**config.mk**
```make
export PLATFORM = sky130hd
export DESIGN_NAME = region_switch_fsm
export DESIGN_NICKNAME = d
export VERILOG_FILES = /design/src/rtl/switchless_pkg.sv /design/src/rtl/tick_counter.sv /design/src/rtl/region_switch_fsm.sv
export SDC_FILE = /design/constraint.sdc
export NUM_CORES = 1
export LEC_CHECK = 0
export ABC_AREA = 1
export CORE_UTILIZATION = 45
export DETAILED_ROUTE_END_ITERATION = 6
export HOLD_SLACK_MARGIN = 0.12
export PLACE_DENSITY_LB_ADDON = 0.15
export SLEW_MARGIN = 10
export SYNTH_ARGS = -nofsm -noshare
export SYNTH_HDL_FRONTEND = slang
export SYNTH_SLANG_ARGS = --single-unit
```
**constraint.sdc**
```tcl
create_clock -name clk -period 1.5 [get_ports clk]
set_input_delay 0.375 -clock clk [delete_from_list [all_inputs] [get_ports clk]]
set_output_delay 0.375 -clock clk [all_outputs]
set_load 0.005 [all_outputs]
```
**src/rtl/switchless_pkg.sv**
```systemverilog
// Shared definitions for the switchless region mod: mode encodings, FSM states
// and the mode-cycling helper.
package switchless_pkg;

  typedef logic [1:0] mode_t;

  localparam mode_t MODE_USA = 2'd0;
  localparam mode_t MODE_EUR = 2'd1;
  localparam mode_t MODE_JPN = 2'd2;

  typedef enum logic [2:0] {
    ST_IDLE         = 3'd0,
    ST_PRESSED      = 3'd1,
    ST_SELECT       = 3'd2,
    ST_RESET_OUT    = 3'd3,
    ST_WAIT_RELEASE = 3'd4
  } state_e;

  // USA -> EUR -> JPN -> USA; the unused code 3 also lands on USA.
  function automatic mode_t next_mode(input mode_t m);
    if (m == MODE_JPN || m == 2'd3) begin
      return MODE_USA;
    end
    return m + 2'd1;
  endfunction

endpackage

```
**src/rtl/tick_counter.sv**
```systemverilog
// Clearable, enabled up-counter with a combinational terminal-count flag.
module tick_counter #(
  parameter int unsigned WIDTH = 8
) (
  input  logic             clk,
  input  logic             rst,
  input  logic             clr,
  input  logic             en,
  input  logic [WIDTH-1:0] term,
  output logic             tc_c
);

  logic [WIDTH-1:0] cnt_q;
  logic [WIDTH-1:0] cnt_d;

  always_comb begin
    cnt_d = cnt_q;
    if (clr) begin
      cnt_d = '0;
    end else if (en) begin
      cnt_d = cnt_q + WIDTH'(1);
    end
  end

  always_ff @(posedge clk) begin
    if (rst) begin
      cnt_q <= '0;
    end else begin
      cnt_q <= cnt_d;
    end
  end

  assign tc_c = (cnt_q == term);

endmodule

```
**src/rtl/region_switch_fsm.sv**
```systemverilog
// Reset-button decoder: short press pulses the console reset, long press cycles
// and commits the region mode before resetting the console.
module region_switch_fsm
  import switchless_pkg::*;
#(
  parameter int unsigned LONG_PRESS_TICKS  = 50_000_000,
  parameter int unsigned RESET_PULSE_TICKS = 10_000_000,
  parameter logic [1:0]  DEFAULT_MODE      = 2'd0
) (
  input  logic       clk,
  input  logic       rst,
  input  logic       btn,
  output logic [1:0] mode,
  output logic       video_50hz,
  output logic       region_jp,
  output logic [1:0] led_mode,
  output logic       console_reset,
  output logic       mode_changed
);

  localparam int unsigned MAX_TICKS = (LONG_PRESS_TICKS > RESET_PULSE_TICKS) ?
                                      LONG_PRESS_TICKS : RESET_PULSE_TICKS;
  localparam int unsigned CNT_W     = ($clog2(MAX_TICKS) < 1) ? 1 : $clog2(MAX_TICKS);

  localparam logic [CNT_W-1:0] LONG_TERM  = CNT_W'(LONG_PRESS_TICKS - 1);
  localparam logic [CNT_W-1:0] PULSE_TERM = CNT_W'(RESET_PULSE_TICKS - 1);

  state_e           state_q, state_d;
  mode_t            mode_q, mode_d;
  mode_t            cand_q, cand_d;
  mode_t            led_mode_q, led_mode_d;
  logic             video_50hz_q, video_50hz_d;
  logic             region_jp_q, region_jp_d;
  logic             console_reset_q, console_reset_d;
  logic             mode_changed_q, mode_changed_d;

  logic             cnt_clr;
  logic             cnt_en;
  logic [CNT_W-1:0] cnt_term;
  logic             cnt_tc;

  // One counter times both the hold/step period and the reset pulse.
  tick_counter #(
    .WIDTH(CNT_W)
  ) u_tick_counter (
    .clk  (clk),
    .rst  (rst),
    .clr  (cnt_clr),
    .en   (cnt_en),
    .term (cnt_term),
    .tc_c (cnt_tc)
  );

  assign cnt_term = (state_q == ST_RESET_OUT) ? PULSE_TERM : LONG_TERM;

  always_comb begin
    state_d        = state_q;
    mode_d         = mode_q;
    cand_d         = cand_q;
    mode_changed_d = 1'b0;
    cnt_clr        = 1'b0;
    cnt_en         = 1'b0;

    case (state_q)
      ST_IDLE: begin
        if (btn) begin
          state_d = ST_PRESSED;
          cnt_clr = 1'b1;
        end
      end
      ST_PRESSED: begin
        if (!btn) begin
          state_d = ST_RESET_OUT;
          cnt_clr = 1'b1;
        end else if (cnt_tc) begin
          state_d = ST_SELECT;
          cand_d  = next_mode(mode_q);
          cnt_clr = 1'b1;
        end else begin
          cnt_en = 1'b1;
        end
      end
      ST_SELECT: begin
        if (!btn) begin
          mode_d         = cand_q;
          mode_changed_d = (cand_q != mode_q);
          state_d        = ST_RESET_OUT;
          cnt_clr        = 1'b1;
        end else if (cnt_tc) begin
          cand_d  = next_mode(cand_q);
          cnt_clr = 1'b1;
        end else begin
          cnt_en = 1'b1;
        end
      end
      ST_RESET_OUT: begin
        if (cnt_tc) begin
          state_d = btn ? ST_WAIT_RELEASE : ST_IDLE;
          cnt_clr = 1'b1;
        end else begin
          cnt_en = 1'b1;
        end
      end
      ST_WAIT_RELEASE: begin
        if (!btn) begin
          state_d = ST_IDLE;
        end
      end
      default: begin
        state_d = ST_IDLE;
        cnt_clr = 1'b1;
      end
    endcase

    // Outputs are decoded from next-state values so they register in step with the FSM.
    led_mode_d      = (state_d == ST_SELECT) ? cand_d : mode_d;
    console_reset_d = (state_d == ST_RESET_OUT);
    video_50hz_d    = (mode_d == MODE_EUR);
    region_jp_d     = (mode_d == MODE_JPN);
  end

  always_ff @(posedge clk) begin
    if (rst) begin
      state_q         <= ST_IDLE;
      mode_q          <= DEFAULT_MODE;
      cand_q          <= DEFAULT_MODE;
      led_mode_q      <= DEFAULT_MODE;
      video_50hz_q    <= (DEFAULT_MODE == MODE_EUR);
      region_jp_q     <= (DEFAULT_MODE == MODE_JPN);
      console_reset_q <= 1'b0;
      mode_changed_q  <= 1'b0;
    end else begin
      state_q         <= state_d;
      mode_q          <= mode_d;
      cand_q          <= cand_d;
      led_mode_q      <= led_mode_d;
      video_50hz_q    <= video_50hz_d;
      region_jp_q     <= region_jp_d;
      console_reset_q <= console_reset_d;
      mode_changed_q  <= mode_changed_d;
    end
  end

  assign mode          = mode_q;
  assign video_50hz    = video_50hz_q;
  assign region_jp     = region_jp_q;
  assign led_mode      = led_mode_q;
  assign console_reset = console_reset_q;
  assign mode_changed  = mode_changed_q;

endmodule

```
After elaboration in Yosys (flattened, before gate mapping). Cells that the tools add are included.

Word-level logic and storage cells: 69. Bits of input ports: 3. Bits in registers: 39. Output and inout bits: 8.

Equal/unequal tests: 14. Multiplexer cells: 36. Reduce and logical (&&, ||, !) cells: 6. Add/subtract/negate cells: 3. Bitwise gates (word level): 1.

Operators by type and width (number): adder 26 x 1 -> 26 bit (second input constant) (1); == test 26 bit (1); 2-to-1 mux 26 bit (1); 2-to-1 mux 2 bit (11); 2-to-1 mux 3 bit (7); case mux 3 bit (5 select lines) (1); 2-to-1 mux 1 bit (13); == test 3 x 2 -> 1 bit (second input constant) (4); == test 2 bit (second input constant) (5); adder 2 x 1 -> 2 bit (second input constant) (2); case mux 1 bit (4 select lines) (1); case mux 2 bit (2 select lines) (1); OR reduction 2 bit (2); == test 3 x 1 -> 1 bit (second input constant) (1); == test 3 bit (second input constant) (1); zero test 3 bit (1); OR reduction 3 bit (1); == test 2 x 1 -> 1 bit (second input constant) (1); logical OR 1 bit (2); inequality test 2 bit (1); case mux 1 bit (2 select lines) (1); NOT 1 bit (1).

Depth between registers and ports, before layout. Gate-level depths: netlist of the first run.

Word-level depth: 11. Mapped depth: 14. Depth with buffers taken out: 14.

Cells and area by module. Synthesis of the first run repeated with hierarchy kept, for this count alone.

Cells, all modules: 408. Area total of the unflattened synthesis: 2551.2 µm².

By module, submodules not included: tick_counter (seq. area each 520.5 µm², area each 1826.8 µm², cells an instance 297, times used 1); region_switch_fsm (seq. area each 260.2 µm², area each 724.4 µm², cells an instance 111, times used 1).

Worst setup path after synthesis of the first run. No wires, ideal clock.

Kind: register to register. From: reg u_tick_counter.cnt_q[0]. To: reg u_tick_counter.cnt_q[2]. Clock period less this slack: 1.636 ns. Required time: 1.428 ns. Cell stages (with the launch flop): 12. Setup time: 0.072 ns. Path slack: -0.136 ns. Buffers on the path: 2. Arrival: 1.564 ns. Cell sequence: dfxtp_1 > ha_1 > nand3_1 > nor2_1 > nand2_1 > nor2_4 > nand2_4 > nand2_4 > buf_6 > buf_8 > nor3_2 > nor3b_2.

Longest elaborated chain between the ends: 5. Elaborated cells on any way between the ends: 9. Classes of those cells: add/sub (1); eq/ne (1); mux (6); reduce/logical (1).

RTL lines: start: declaration (RTL line tick_counter.sv:13) `logic [WIDTH-1:0] cnt_q;`; start signal: assignment (RTL line tick_counter.sv:29) `cnt_q <= cnt_d;`; == test 26 bit (RTL line tick_counter.sv:33) `assign tc_c = (cnt_q == term);`; 2-to-1 mux 1 bit (RTL line region_switch_fsm.sv:75, region_switch_fsm.sv:89, region_switch_fsm.sv:97); 2-to-1 mux 1 bit (RTL line region_switch_fsm.sv:84) `if (!btn) begin`; case mux 1 bit (4 select lines) (RTL line region_switch_fsm.sv:64) `case (state_q)`; OR reduction 2 bit (no line).

Parallel ways exist; a longest one is shown, timed or not. A chain may end at the register's enable or synchronous reset.

Worst setup path after layout of the first run.
From: reg u_tick_counter.cnt_q[1]. To: reg u_tick_counter.cnt_q[8].

Same word-level chain as after synthesis.

==> impl_metrics.csv, run 1 <==
group,metric,value,unit
outcome,outcome,"complete, but fails checks",
outcome,violations,"setup timing",
timing,hold_viol,0,
timing,fin_hold_ws,501,ps
floorplanning,chipHeight,74.7,µm
clocking,cts.reportedPaths.clkPinSlew,80,ps
worst_setup_path,r2r_start,"u_tick_counter.cnt_q[1]$_SDFFE_PP0P_",
pwr,p_per_area,807,nW/µm²
timing,final_max_slew_viol_count,0,
worst_setup_path,worstSetupStartpointType,"flip-flop",
timing,fin_crit_sh,1.15,
pwr,p_int,2.06,mW
logic_synthesis,synth.most_common_cell,"nand2_1",
clocking,clkLatencyLatePin,300,ps
clocking,cts_buffers,5,
min_path,holdCritPathClass,"reg2reg",
worst_setup_path,critPathArrivalTime,1920,ps
routing,wl_met1,3.15,mm
worst_setup_path,critPathKind,"reg2reg",
logic_synthesis,synth_area_per_cell,6.72,µm²
logic_synthesis,synthDistinctLibCells,34,
logic_synthesis,synth_edf_count,0,
timing,grt_setup_unrepaired,"yes",
routing,final_antenna_net_count,0,
logic_synthesis,synth_top_area_cell,"dfxtp_1",
global_routing,grt_max_degree,22,
clocking,htreeDepth,2,
global_routing,first_global_vias,2477,
pwr,p_sw,0.892,mW
logic_synthesis,synth-main-ff-cell,"dfxtp_1",
placed_design,dp_cells,517,
timing,finalClockSkew,5.49,ps
min_path,hold_depth,2,
worst_setup_path,cpMaxStageDelayCell,"dfxtp_2",
floorplanning,die_w,74.7,µm
final_layout,drive_above_1_share,0.387,
timing,setup_violations,34,
pwr,power,2.96,mW
timing,slew-limit-headroom,0.711,
final_layout,fin_nets,465,
routing,drt-total-wl,7.42,mm
floorplanning,rows,26,
clocking,clock-sinks,39,
worst_setup_path,worst_setup_path_end_kind,"flip-flop",
logic_synthesis,synth_area,2380,µm²
pwr,combPwrFrac,0.312,
worst_setup_path,r2r-end,"u_tick_counter.cnt_q[8]$_SDFFE_PP0P_",
global_routing,grt_pass1_wl,11.3,mm
job,maxCapViolCount,0,
pwr,clkPwrFrac,0.314,
worst_setup_path,cpPeakStageDelay,370,ps
floorplanning,ios,11,
routing,routed-wl-met3,375,µm
timing,max_freq,578,MHz
global_routing,antenna_found_initial,0,
placed_design,io_buffers,10,
worst_setup_path,ff2ff_setup_slack,-230,ps
pwr,seq_power_share,0.373,
routing,dr.first_iter.drc_count,153,
worst_setup_path,worstPathCellList,"ha_4 > nand3_2 > nor2_2 > nand2_2 > nor2_4 > nand2_8 > nand2_8 > buf_12 > o21ai_0 > nor3b_2",
worst_setup_path,rr_worst_depth,10,
clocking,root_buffer,"clkbuf_8",
min_path,whs_endpoint,"u_tick_counter.cnt_q[25]$_SDFFE_PP0P_",
routing,via_per_inst,5.14,
worst_setup_path,crit_path_max_fanout,7,
routing,vias,2733,
logic_synthesis,syn_inst,354,
logic_synthesis,syn_nets,358,
logic_synthesis,synthArstFlopShare,0,
logic_synthesis,ys_ff_latch,39,
placed_design,globalplace.congestion,0.891,
final_layout,antennaDiodeCount,0,
pwr,ir_drop,0.000679,V
logic_synthesis,yosys_warnings,0,
global_routing,grt_remaining_overflow,0,
global_routing,grt.total_usage,0.270,
logic_synthesis,synthTopCellsByCount,"nand2_1 (99), nor2_1 (47), dfxtp_1 (39)",
worst_setup_path,cp_common_cell,"nand2_8",
final_layout,final_util,0.718,
timing,tightestPinTransition,430,ps
min_path,hold_start,"u_tick_counter.cnt_q[25]$_SDFFE_PP0P_",
logic_synthesis,synth.area.top_cells,"dfxtp_1 (33%), nand2_1 (16%), nor2_1 (7.4%)",
logic_synthesis,yosysTopAreaCellShare,0.328,
clocking,cts_tree,"yes",
placed_design,dp_hpwl,5.02,mm
timing,period_needed,1730,ps
floorplanning,start_util,0.466,
clocking,cts.path.max_buffers,2,
routing,firstDrtPassIters,5,
routing,top_layer,"met4",
routing,wl_per_cell,13.9,µm
final_layout,layout.cells.non_filler,532,
timing,setup_ws,-229,ps
worst_setup_path,crit_required,1690,ps
logic_synthesis,ys_seq_area_frac,0.328,
pwr,power.leakage,1.63,nW
pwr,switching_share,0.302,
routing,wl_met2,3.61,mm
routing,drc,0,
floorplanning,die_area,5580,µm²
final_layout,area_growth,54.0,%
floorplanning,core-area,5110,µm²
==> through the flow <==
stage	area [µm²]	worst slack, ps	setup TNS, ps
6_report	3660	-229	-6320
5_1_grt	3660	-294	-8610
4_1_cts	3490	-144	-3880
3_5_place_dp	3230	-323	-9030
3_3_place_gp	3230	-336	-8580
2_1_floorplan	2390	-17.9	-17.9
==> cells in the final DEF, fill, tap and decap left out, types with 5 or more instances in the layout <==
cell            synthesis  final
nand3_2                 3      5
nand2_2                 3     14
dlymetal6s2s_1          0      7
nand3_1                22     19
xnor2_1                 9      9
dfxtp_1                39     30
clkbuf_8                0      6
nand4_1                11     11
nor3_1                 13     10
inv_1                  38     35
dfxtp_2                 0      9
nor3b_2                 3      5
xor2_1                  8      8
a21oi_1                22     18
nor2_2                  0     12
nand2_1                99     86
nor2_1                 47     33
buf_4                   1     89
==> cells by family after synthesis <==
group / after synthesis / share of synthesized area
AND/OR/NAND/NOR: 216 / 0.432
XOR/XNOR: 17 / 0.0626
buffers and inverters: 48 / 0.0952
flip-flops: 39 / 0.328
AO/OA/AOI/OAI: 33 / 0.0773
adder cells (fa/ha/maj): 1 / 0.00526
==> routing by layer <==
layer  vias up  GRT usage
li1       1354          -
met4         0      0.122
met1      1263      0.333
met5         -          0
met3        26     0.0455
met2        90      0.461
==> what timing repair did <==
action,4_1_cts,5_1_grt
gates cloned,2,0
hold buffers,0,0
endpoints found under the setup margin,37,46
pin swaps,10,24
buffers inserted,3,2
gates resized for setup,24,53
==> critical path, delay by kind of cell, from the launching register on <==
family / cells / cell delay [ps]
and+or+nand+nor: 7 / 870
adders and majority gates: 1 / 150
DFF: 1 / 370
buffers and inverters: 1 / 140
AOI/OAI and AO/OA: 1 / 70
==> power groups by stage <==
stage,sequential (mW),clock [mW],combinational [mW]
6_report,1.10,0.930,0.923
5_1_grt,1.11,0.989,0.978
4_1_cts,1.10,0.944,0.833
3_5_place_dp,1.12,0,0.712
3_3_place_gp,1.12,0,0.704
2_1_floorplan,1.13,0,0.377
==> worst max path at each step <==
| stage | endpoint | depth (start not counted) | startpoint | slack, ps |
|---|---|---|---|---|
| floorplan | u_tick_counter.cnt_q[2]$_SDFFE_PP0P_ | 11 | u_tick_counter.cnt_q[1]$_SDFFE_PP0P_ | -20 |
| global placement | led_mode[1]$_SDFF_PP0_ | 9 | btn | -340 |
| detailed placement | video_50hz$_SDFF_PP0_ | 7 | btn | -320 |
| CTS | u_tick_counter.cnt_q[25]$_SDFFE_PP0P_ | 11 | u_tick_counter.cnt_q[0]$_SDFFE_PP0P_ | -140 |
| global route | u_tick_counter.cnt_q[8]$_SDFFE_PP0P_ | 10 | u_tick_counter.cnt_q[1]$_SDFFE_PP0P_ | -290 |
| finish | u_tick_counter.cnt_q[8]$_SDFFE_PP0P_ | 10 | u_tick_counter.cnt_q[1]$_SDFFE_PP0P_ | -230 |
==> cell type report <==
cell class,count,area [µm²]
multi-input cells,267,1570
well taps,70,87.6
inverters,40,155
fillers,404,1440
clock buffers,6,82.6
flip-flops and latches,39,792
clock inverters,2,35.0
repair buffers,108,945
==> registers in the layout (all words and copies together) (netlist names), 2 cells and up <==
| register | count |
|---|---|
| mode | 2 |
| cand_q | 2 |
| state_q | 3 |
| u_tick_counter.cnt_q | 26 |
| led_mode | 2 |
(Power assumes the default switching activity.)
==> inputs of run 2 (changes only) <==
--- a/config.mk
+++ b/config.mk
@@ -6,6 +6,7 @@
 export NUM_CORES = 1
 export LEC_CHECK = 0
 export ABC_AREA = 1
+export CORE_MARGIN = 5
 export CORE_UTILIZATION = 45
 export DETAILED_ROUTE_END_ITERATION = 6
 export HOLD_SLACK_MARGIN = 0.12
==> impl_metrics.csv, run 2 (synthesized netlist as in run 1, its figures left out) <==
group,metric,value,unit
outcome,outcome,"complete, but fails checks",
outcome,violations,"setup timing",
global_routing,grtUsageMet2,0.362,
pwr,clkPwrFrac,0.311,
placed_design,io_buffers,10,
global_routing,grt_remaining_overflow,0,
pwr,ir_drop,0.000740,V
routing,dr.first_iter.drc_count,142,
final_layout,layout_commonest_cell,"buf_4",
floorplanning,die_area,6840,µm²
clocking,clkLatencyLatePin,290,ps
routing,drt-total-wl,7.24,mm
timing,grt_setup_unrepaired,"yes",
worst_setup_path,critPathArrivalTime,1910,ps
timing,finalClockSkew,7.04,ps
floorplanning,ios,11,
global_routing,top_usage_layer,"met2",
timing,setup_violations,33,
timing,fin_crit_sh,1.13,
clocking,cts_tree,"yes",
routing,wl_per_cell,13.6,µm
floorplanning,rows,26,
timing,tightestPinTransition,370,ps
global_routing,met1_usage,0.268,
timing,period_needed,1700,ps
pwr,p_int,2.08,mW
clocking,cts.reportedPaths.clkPinSlew,80,ps
final_layout,area_growth,54.9,%
timing,slew-limit-headroom,0.752,
floorplanning,die_w,82.7,µm
worst_setup_path,worst_setup_path_end_kind,"flip-flop",
floorplanning,core-area,5110,µm²
timing,hold_viol,0,
worst_setup_path,crit_required,1710,ps
job,maxCapViolCount,0,
worst_setup_path,critPathKind,"reg2reg",
worst_setup_path,worstSetupStartpointType,"flip-flop",
pwr,p_sw,0.885,mW
final_layout,regMostFlops,"u_tick_counter.cnt_q",
final_layout,largest_reg_flops,26,
floorplanning,chipHeight,82.7,µm
routing,final_antenna_net_count,0,
timing,max_freq,588,MHz
timing,fin_setup_tns,-5270,ps
final_layout,antennaDiodeCount,0,
min_path,holdCritPathClass,"reg2reg",
clocking,cts_buffers,5,
clocking,root_buffer,"clkbuf_8",
clocking,cts.path.max_buffers,2,
pwr,p_per_area,803,nW/µm²
final_layout,top_regs,"u_tick_counter.cnt_q x26, state_q x3",
final_layout,final_util,0.722,
timing,setup_ws,-201,ps
routing,firstDrtPassIters,4,
pwr,switching_share,0.299,
floorplanning,start_util,0.466,
final_layout,drive_above_1_share,0.389,
global_routing,first_global_vias,2582,
routing,vias,2689,
pwr,combPwrFrac,0.317,
global_routing,gr-usage-met3,0.0412,
placed_design,globalplace.congestion,0.936,
clocking,postCtsHoldBufs,0,
routing,via_per_inst,5.05,
pwr,seq_power_share,0.372,
worst_setup_path,crit_path_max_fanout,13,
worst_setup_path,ff2ff_setup_slack,-200,ps
final_layout,layout_common_cells,"buf_4 (86), nand2_1 (83), nor2_1 (39)",
global_routing,grt.total_usage,0.214,
timing,final_max_slew_viol_count,0,
global_routing,antenna_found_initial,0,
global_routing,grt_pass1_wl,11.3,mm
placed_design,dp_hpwl,5.03,mm
global_routing,grt_max_degree,27,
final_layout,fin_nets,466,
pwr,power.leakage,1.62,nW
clocking,htreeDepth,2,
routing,drc,0,
clocking,clock-sinks,39,
==> run 2: cell count changes in the layout (fill, tap and decap cells not counted), sizes merged <==
cell,previous run,this run
buf,98,96
clkbuf,6,9
==> run 2: final timing paths <==
path,from,to,depth (start not counted)
min reg2reg,u_tick_counter.cnt_q[25]$_SDFFE_PP0P_,u_tick_counter.cnt_q[25]$_SDFFE_PP0P_,2
max,state_q[0]$_SDFF_PP0_,u_tick_counter.cnt_q[11]$_SDFFE_PP0P_,11
max reg2reg,state_q[0]$_SDFF_PP0_,u_tick_counter.cnt_q[11]$_SDFFE_PP0P_,11
min,u_tick_counter.cnt_q[25]$_SDFFE_PP0P_,u_tick_counter.cnt_q[25]$_SDFFE_PP0P_,2
==> run 2: repair_timing <==
action,in CTS,in global routing
setup buffers,1,3
cloned,0,4
pin swaps,4,15
resized for setup,30,52
setup endpoints to repair,40,45
==> run 2: layout make-up <==
cell class	count	area, µm²
clock buffers	6	82.6
clock inverters	2	35.0
fillers	400	1420
inverters	40	160
multi-input cells	267	1560
flip-flops and latches	39	797
well taps	70	87.6
repair buffers	109	967
==> run 2: stage by stage <==
step	total power, mW	cells	hold slack, ps	cell area [µm²]	worst slack [ps]
finish	2.96	533	490	3690	-201
global route	3.11	533	525	3690	-324
CTS	2.78	527	492	3430	-115
detailed placement	1.83	518	479	3220	-339
global placement	1.83	518	472	3220	-273
floorplan	1.50	354	453	2390	-17.9
==> run 2: power groups by stage <==
stage          sequential [mW]  clock (mW)  combinational (mW)
5_1_grt                   1.11       0.992                1.01
2_1_floorplan             1.13           0               0.377
3_5_place_dp              1.12           0               0.709
3_3_place_gp              1.12           0               0.706
6_report                  1.10       0.921               0.940
4_1_cts                   1.10       0.938               0.741
==> run 2: layer usage <==
layer	wire, µm	share of wire
met1	3080	0.42
met2	3610	0.50
met3	420	0.058
met4	142	0.020
met5	0	0
==> run 2: worst max-delay path, stage by stage (launching register included) <==
cell and delay, ps:
dfxtp_2 360, nand2_2 70, nor2_4 120, inv_1 80
nand3_2 90, nand2_4 70, nand2_4 160, inv_4 50
nand2_2 100, nand4_4 140, buf_12 200, nor3b_1 190
